`config.mk`:
```
export PLATFORM = sky130hd
export DESIGN_NAME = ham_enc_arbiter
export DESIGN_NICKNAME = d
export VERILOG_FILES = /design/src/rtl/ham_enc_arbiter.sv
export SDC_FILE = /design/constraint.sdc
export NUM_CORES = 1
export LEC_CHECK = 0
export ABC_AREA = 1
export CAP_MARGIN = 20
export CORE_MARGIN = 2
export CORE_UTILIZATION = 50
export DETAILED_ROUTE_END_ITERATION = 6
export DONT_BUFFER_PORTS = 1
export SLEW_MARGIN = 20
export SYNTH_ARGS = -nofsm -noshare
export SYNTH_HDL_FRONTEND = slang
export SYNTH_SLANG_ARGS = --single-unit
```
`constraint.sdc`:
```
create_clock -name clk -period 2.85 [get_ports clk]
set_clock_uncertainty 0.05 [all_clocks]
set_input_delay 0.4275 -clock clk [delete_from_list [all_inputs] [get_ports clk]]
set_output_delay 0.4275 -clock clk [all_outputs]
set_load 0.1 [all_outputs]
```
`src/rtl/ham_enc_arbiter.sv`:
```
// ham_enc_arbiter: round-robin byte arbiter feeding a shared Hamming(7,4) encoder, low nibble first
module ham_enc_arbiter #(
  parameter int CNT_W = 16
) (
  input  logic             clk,
  input  logic             rst,
  input  logic             a_valid,
  input  logic [7:0]       a_data,
  output logic             a_ready,
  input  logic             b_valid,
  input  logic [7:0]       b_data,
  output logic             b_ready,
  output logic             out_valid,
  input  logic             out_ready,
  output logic [6:0]       out_code,
  output logic             out_src,
  output logic             out_half,
  output logic [CNT_W-1:0] byte_cnt,
  output logic             busy
);
  localparam logic [1:0] IDLE = 2'd0, LO = 2'd1, HI = 2'd2;
  logic [1:0] state;
  logic [7:0] hold;
  logic cur_src, last_src, idle, grant_b;
  logic [3:0] nib;
  function automatic logic [6:0] enc(input logic [3:0] d);
    return {d[3], d[2], d[1], d[1] ^ d[2] ^ d[3], d[0], d[0] ^ d[2] ^ d[3], d[0] ^ d[1] ^ d[3]};
  endfunction
  // Grant only in IDLE; a tie goes to the requester not served last, readies held low during reset
  always_comb begin
    idle = state == IDLE;
    grant_b = b_valid & (~a_valid | ~last_src);
    a_ready = ~rst & idle & a_valid & ~grant_b;
    b_ready = ~rst & idle & grant_b;
    nib = state == HI ? hold[7:4] : hold[3:0];
    out_code = enc(nib);
    out_valid = ~idle;
    out_half = state == HI;
    out_src = cur_src;
    busy = ~idle;
  end
  // Byte capture, nibble sequencing and completed-byte bookkeeping
  always_ff @(posedge clk or posedge rst) begin
    if (rst) begin
      state <= IDLE;
      hold <= '0;
      cur_src <= 1'b0;
      last_src <= 1'b1;
      byte_cnt <= '0;
    end else begin
      case (state)
        IDLE: if (a_ready | b_ready) begin
          hold <= a_ready ? a_data : b_data;
          cur_src <= b_ready;
          state <= LO;
        end
        LO: if (out_ready) state <= HI;
        HI: if (out_ready) begin
          state <= IDLE;
          byte_cnt <= byte_cnt + CNT_W'(1);
          last_src <= cur_src;
        end
        default: state <= IDLE;
      endcase
    end
  end
endmodule
```
Yosys cells after proc, flatten, opt, wreduce, memory -nomap -nowiden
Cells that the tools add are included.
{ "totals": {"out_inout_bits": 29, "input_bits": 21, "regBits": 28} }
{ "classes": {"reduce_logical": 4, "bitwise_logic": 18, "n_eq_ne": 5, "addsub": 1, "mux": 6} }
{ "op_table": {"columns": ["op", "n"], "rows": [
  ["16-bit by 1-bit adder with 16-bit output, second input constant", 1],
  ["8-bit two-way mux", 1],
  ["2-bit two-way mux", 3],
  ["2-bit one-hot mux with 3 select lines", 1],
  ["1-bit bitwise XOR", 6],
  ["1-bit AND", 5],
  ["1-bit NOT", 5],
  ["4-bit two-way mux", 1],
  ["2-bit != test, second input constant", 2],
  ["2-bit AND reduction", 2],
  ["3-bit AND reduction", 1],
  ["2-bit by 1-bit equality test with 1-bit output, second input constant", 1],
  ["2-bit equality test, second input constant", 1],
  ["2-bit logical NOT", 1],
  ["2-bit by 1-bit != test with 1-bit output, second input constant", 1],
  ["1-bit OR", 2]
]} }

Depth between registers and ports, before layout
Gate-level depths: netlist of run 1.
{ "logic_depth": {"depth_word": 8, "mapped_depth": 9} }

Worst setup path after synthesis of run 1
No wires, ideal clock.
{ "synth_timing": {"path_kind": "input-to-reg", "start": "in rst", "end": "reg hold[0]", "slack_ns": -0.377, "setup_time_ns": 0.065, "path_buffers": 0, "arrival_ns": 3.112, "stages": 7, "cell_sequence": "inv_1 > nand3_1 > nor2_1 > nor2_4 > inv_2 > nand2_1 > nand2_1"} }
{ "synth_lines": {"columns": ["item", "line_no", "rtl"], "rows": [
  ["from (decl)", "6", "input logic rst,"],
  ["1-bit NOT", "34", "b_ready = ~rst & idle & grant_b;"],
  ["1-bit AND (2 in series)", "34", null],
  ["net b_ready", "12", "output logic b_ready,"],
  ["1-bit OR", "52", "IDLE: if (a_ready | b_ready) begin"],
  ["2-bit AND reduction (no source line)", null, null],
  ["to (signal assigned)", "53", "hold <= a_ready ? a_data : b_data;"],
  ["to (decl)", "23", "logic [7:0] hold;"]
]} }
The timed path passes the listed nets, and every way through them passes these cells.
A chain may end at the register's enable or synchronous reset.

Worst setup path in the final report of run 1
{ "layout_timing": {"start": "reg state[0]", "end": "out out_code[3]"} }
{ "layout_lines": {"columns": ["item", "line_no", "rtl"], "rows": [
  ["from (decl)", "22", "logic [1:0] state;"],
  ["from (signal assigned)", "45", "state <= IDLE;"],
  ["from (signal assigned)", "55", "state <= LO;"],
  ["from (signal assigned)", "57", "LO: if (out_ready) state <= HI;"],
  ["2-bit equality test", "35", "nib = state == HI ? hold[7:4] : hold[3:0];"],
  ["4-bit two-way mux", "35", null],
  ["net out_code[6]", "15", "output logic [6:0] out_code,"],
  ["1-bit bitwise XOR", "27", "return {d[3], d[2], d[1], d[1] ^ d[2] ^ d[3], d[0], d[0] ^ d[2] ^ d[3], d[0] ^ d[1] ^ d[3]};"],
  ["to (decl)", "15", null]
]} }
The timed path passes the listed nets, and every way through them passes these cells.

==> impl_results.md, run 1 <==
- Maximum fanout along the worst path: 10
- Pin count of the biggest net entering global routing: 25
- Worst path max stage delay: ~660 ps
- Sequential-to-total area share from yosys stat: 44.24%
- Unrepaired setup endpoints after global routing: false
- Period utilisation layout: a little over nine tenths
- Synth-to-layout area growth: 22.40%
- Area taken by multi-input logic gates: about 810 µm²
- Highest-count cells in the layout ignoring fill and taps: nand2_1 (83), dfrtp_1 (27), buf_4 (22), inv_1 (17)
- Max_cap viols: 0
- WL per Instance: around 13 µm
- Per-cell via count in the routed design: a little under 5
- Number of cells traversed by the worst register-to-register path: 8
- Ratio of cells with drive above 1 in the final layout: between 20 and 25%
- Wire length of the first global-routing pass: approximately 6000 µm
- Shortest period the worst path allows: 2689 ps
- Routed WL: 3634 µm
- Count of synthesis-stage warnings from yosys: 0
- Detailed Route Iter0 Violations: 79
- Die Span Y: between 60 and 70 µm
- Cell Count Post-Placement: about 270
- CP endpoint kind: output port
- Number of fill cells in the layout: between 200 and 300
- Overflow left after global routing: 0
- Post-synth design cell area: 1587 µm²
- Leading cell type in the layout, fill and taps excluded: nand2_1
- Slew Viols, Final: 0
- Sequential cell area: approximately 700 µm²
- R2R Path Start: state[1]
- Number of setup violations in the final report: 0
- IO Pins: 50
- Final instance count without filler cells: ~280
- Count of vias placed by the detailed router: 1366
- Detailed Routing Iterations Pass 1: 4
- Post-detailed-route count of antenna-violating nets: 0
- Syn nets: between 200 and 250
- Core Region: between 3000 and 4000 µm²
- TritonCTS clock tree: built
- Synthesized instance count: 204
- Fmax achieved: ~0.37 GHz
- Root buffer cell: clkbuf_4
- Distinct cell type count after synthesis: 22
- Chain of cells forming the critical path: inv_4 -> nand2_4 -> o21ai_4 -> inv_2 -> nand3_1 -> nand2_2 -> buf_12
- Rel. slew slack: around two fifths
- Number of placement rows: 20
- Final instance area: around 2000 µm²
- Worst hold path class: input pin to flop
- Layout Nets: 256
- Critical-path cell with the highest stage delay: o21ai_4
- Sum of negative setup slack: 0 ps
- Startpoint of the most critical setup path: state[0]
- Dpl cell area: around 1900 µm²
- Antenna violations before repair: 0
- Result of the run: complete, no violations
- Horizontal die dimension: just over 60 µm
- CP Data Required Time: 2370 ps
- HPWL after detailed placement: around 2800 µm
- Total of flip-flops plus latches after synthesis: 28
- DR DRC count: 0
- Critical path type: flop to output port
- Worst-margin pin slew: roughly 920 ps
- Number of clock sinks seen by CTS: 28
- Routability Congestion: ~0.8
- Die ar.: about 3600 µm²
- Initial Utilization: between 50% and 60%
- Via count of the first global-routing pass: between 1000 and 1500
- Count of H-tree levels built during CTS: 1
- Bufs on Longest Clock Path: 2
- Average instance area after synthesis: around 8 µm²
- Number of CTS-inserted buffers: 3
- Final Hold Fails: 0
- Worst Hold Path EP: state[0]
- Setup slack, reg-to-reg: 1000 ps
- Worst Setup Start Kind: flop
- Hold Path Depth: 1
- CTS clock-pin slew for the worst setup and hold paths: 150 ps
- CP arrival: around 2200 ps
- R2R Path End: hold[4]
- Port bufs: 0
- HP Start: out_ready
- Clock Latency Late Sink: 330 ps
- Overall routing resource usage: ~22%
- Final antenna diode count: 0
## through the flow
step	utilization (%)	hold WS (ps)	setup slack (ps)
2_1_floorplan	-	398.8	144.0
3_3_place_gp	62.36	223.5	482.1
3_5_place_dp	62.36	229.4	372.2
4_1_cts	64.05	109.8	19.64
5_1_grt	64.13	100.6	47.26
6_report	64.13	119.7	160.8
## metal layers
| layer | up-vias | global-route usage (%) | wire [µm] | share of wire [%] |
|---|---|---|---|---|
| met5 | - | 0 | 0 | 0 |
| met4 | 0 | 7.937 | 69 | 1.9 |
| met3 | 6 | 3.625 | 167 | 4.6 |
| met2 | 39 | 39.29 | 1862 | 51 |
| met1 | 632 | 27.05 | 1536 | 42 |
| li1 | 689 | - | - | - |
## cell type report
| class | count | share of cell area, % |
|---|---|---|
| multi-input cells | 152 | 41.62 |
| flip-flops and latches | 28 | 36.15 |
| repair buffers | 27 | 13.14 |
| inverters | 22 | 4.381 |
| well taps | 44 | 2.835 |
| clock buffers | 4 | 1.869 |
## Yosys cell counts (all sizes together)
master | instances | share of area, %
nand4 | 4 | 2.5
dfrtp | 27 | 43
inv | 22 | 5.2
nand3 | 11 | 4.3
xnor2 | 9 | 5.0
ha | 1 | 0.79
o22ai | 1 | 0.39
nor2 | 16 | 5.7
o21ai | 15 | 6.2
dfstp | 1 | 1.7
o31ai | 1 | 0.47
buf | 2 | 1.2
xor2 | 5 | 2.8
nand2 | 89 | 21
## state kept, by name, summed over array words and instances (netlist names)
register,cells
last_src,1
hold,8
byte_cnt,16
out_src,1
state,2
## cell families (layout without fill, tap and decap cells)
kind of cell             count (synthesis)  in the layout  synth area share [%]
AO/OA/AOI/OAI                           17             17                 7.020
XOR/XNOR                                14             14                 7.729
adder cells (fa/ha/maj)                  1              1                0.7885
buffers and inverters                   24             53                 6.388
flip-flops                              28             28                 44.24
AND/OR/NAND/NOR                        120            120                 33.83
## how the worst max path moves through the flow
stage | end | slack (ps) | cells after the start
2_1_floorplan | hold[0] | 140 | 7
3_3_place_gp | out_code[3] | 480 | 7
3_5_place_dp | out_code[3] | 370 | 7
4_1_cts | out_code[3] | 20 | 7
5_1_grt | out_code[3] | 50 | 6
6_report | out_code[3] | 160 | 7
## worst max-delay path, delay by kind of cell, from the launching register on
kind                   cells  cell delay (ps)
AOI/OAI and AO/OA          1              660
DFF                        1              440
buffers and inverters      3              410
and+or+nand+nor            3              370
## what timing repair did
item                                   4_1_cts  5_1_grt
setup endpoints to repair                    3        3
setup buffers                                0        0
hold buffers                                 1        0
gates resized for setup                      1        2
pin swaps                                    1        1
endpoints found under the hold margin        3        0
Power of run 1 is not shown: default switching activity piles up to over one toggle a cycle in this logic, so the estimate is an artifact.
==> run 2, diff against run 1 <==
--- a/config.mk
+++ b/config.mk
@@ -15,3 +15,4 @@
 export SYNTH_ARGS = -nofsm -noshare
 export SYNTH_HDL_FRONTEND = slang
 export SYNTH_SLANG_ARGS = --single-unit
+export TNS_END_PERCENT = 20
==> impl_results.md, run 2 (same netlist as run 1, synthesis figures left out) <==
- Setup slack, reg-to-reg: 980 ps
- Die ar.: around 3600 µm²
- Core Region: about 3000 µm²
- Number of placement rows: 20
- Chain of cells forming the critical path: inv_2 -> nand2_4 -> o21ai_4 -> inv_2 -> nand3_1 -> nand2_1 -> buf_12
- Biggest regs: byte_cnt: 16 flops, hold: 8 flops, state: 2 flops
- Worst Setup Start Kind: flop
- Leading cell type in the layout, fill and taps excluded: nand2_1
- Fmax achieved: roughly 0.37 GHz
- Number of fill cells in the layout: 294
- Max_cap viols: 0
- Routed WL: approximately 3400 µm
- Die Span Y: around 60 µm
- TritonCTS clock tree: built
- Number of cells traversed by the worst register-to-register path: 9
- Post-detailed-route count of antenna-violating nets: 0
- Critical-path cell with the highest stage delay: o21ai_4
- Wire length of the first global-routing pass: 5685 µm
- Final Hold Fails: 0
- Ratio of cells with drive above 1 in the final layout: between 20% and 30%
- Final antenna diode count: 0
- Horizontal die dimension: 60.33 µm
- Result of the run: complete, no violations
- Layout Nets: 256
- Maximum fanout along the worst path: 10
- Number of flip-flops under the largest register name: 16
- Bufs on Longest Clock Path: 2
- DR DRC count: 0
- Routability Congestion: roughly 0.77
- Post-route worst hold slack: between 100 and 150 ps
- Worst hold path class: input pin to flop
- Startpoint of the most critical setup path: state[0]
- Number of clock sinks seen by CTS: 28
- Root buffer cell: clkbuf_4
- Slew Viols, Final: 0
- Count of H-tree levels built during CTS: 1
- Antenna violations before repair: 0
- Highest-count cells in the layout ignoring fill and taps: nand2_1 (86), dfrtp_1 (27), buf_4 (22), inv_1 (17)
- CP Data Required Time: around 2400 ps
- Overflow left after global routing: 0
- Largest reg by FF count: byte_cnt
- HPWL after detailed placement: between 2000 and 3000 µm
- Number of CTS-inserted buffers: 3
- Rel. slew slack: about two fifths
- Initial Utilization: approximately 52%
- Critical path capture point: out_code[1]
- Clock Latency Late Sink: about 330 ps
- Cell with the most instances on the worst path: inv_2
- CP endpoint kind: output port
- Per-cell via count in the routed design: 4.949
- Via count of the first global-routing pass: ~1300
- CP arrival: 2220 ps
- Period utilisation layout: roughly 95%
- Final instance area: between 1500 and 2000 µm²
- Unrepaired setup endpoints after global routing: false
- Worst path max stage delay: 670 ps
- Worst-margin pin slew: between 900 and 1000 ps
- R2R Path Start: last_src
- Detailed Route Iter0 Violations: between 60 and 70
- CTS clock-pin slew for the worst setup and hold paths: approximately 150 ps
- Overall routing resource usage: slightly above 20%
- WL per Instance: around 12 µm
- Critical path type: flop to output port
- Shortest period the worst path allows: roughly 2700 ps
- Count of vias placed by the detailed router: roughly 1400
- Dpl cell area: 1873 µm²
- Synth-to-layout area growth: 20.66%
- IO Pins: 50
- Number of setup violations in the final report: 0
- Port bufs: 0
- Pin count of the biggest net entering global routing: 27
- Detailed Routing Iterations Pass 1: 4
- Final design utilization: 63.22%
- R2R Path End: hold[1]
-- run 2: area by class of cell --
class,instances,area (µm²),share of cell area [%]
Sequential cell,28,701.9,36.67
Clock buffer,4,26.28,1.373
Inverter,22,82.58,4.314
Multi-Input combinational cell,152,793.3,41.44
Tap cell,44,55.05,2.876
Timing Repair Buffer,27,255.2,13.33
-- run 2: what timing repair did --
action | CTS | global route
hold buffers | 1 | 0
buffers inserted | 0 | 0
endpoints found under the setup margin | 0 | 3
endpoints found under the hold margin | 1 | 0
resized for setup | 0 | 2
-- run 2: routing by layer --
metal	track usage, %	up-vias	routed length [µm]	share of wire [%]
li1	-	690	-	-
met1	26.12	638	1495	43
met2	35.56	37	1731	50
met3	3.838	6	176	5.1
met4	6.667	0	45	1.3
met5	0	-	0	0
-- run 2: metrics by stage --
step	setup TNS, ps	worst slack, ps	std cells
detailed placement	0	400.1	272
finish	0	154.6	277
global route	0	47.40	277
global placement	0	491.6	272
CTS	0	14.25	277
floorplan	-361.8	-167.1	204
-- run 2: worst min path at each step --
stage,start,to,cells past startpoint
after floorplan,hold[1],hold[1],2
after global placement,rst,out_src,1
after detailed placement,rst,out_src,1
after CTS,out_ready,state[0],1
after global routing,out_ready,state[0],1
final,out_ready,state[0],1
-- run 2: worst max-delay path, delay by kind of cell, from the launching register on --
family / cells / cell delay, ps
flops: 1 / 420
simple gates: 3 / 350
buf+inv: 3 / 440
compound gates: 1 / 670
Power of run 2 is left out for the same reason.
==> run 3, diff against run 2 <==
--- a/config.mk
+++ b/config.mk
@@ -11,7 +11,6 @@
 export CORE_UTILIZATION = 50
 export DETAILED_ROUTE_END_ITERATION = 6
 export DONT_BUFFER_PORTS = 1
-export SLEW_MARGIN = 20
 export SYNTH_ARGS = -nofsm -noshare
 export SYNTH_HDL_FRONTEND = slang
 export SYNTH_SLANG_ARGS = --single-unit
==> results of run 3 <==
No change in the layout: final DEF, timing and power equal those of run 2.
Power of run 3 is left out for the same reason.
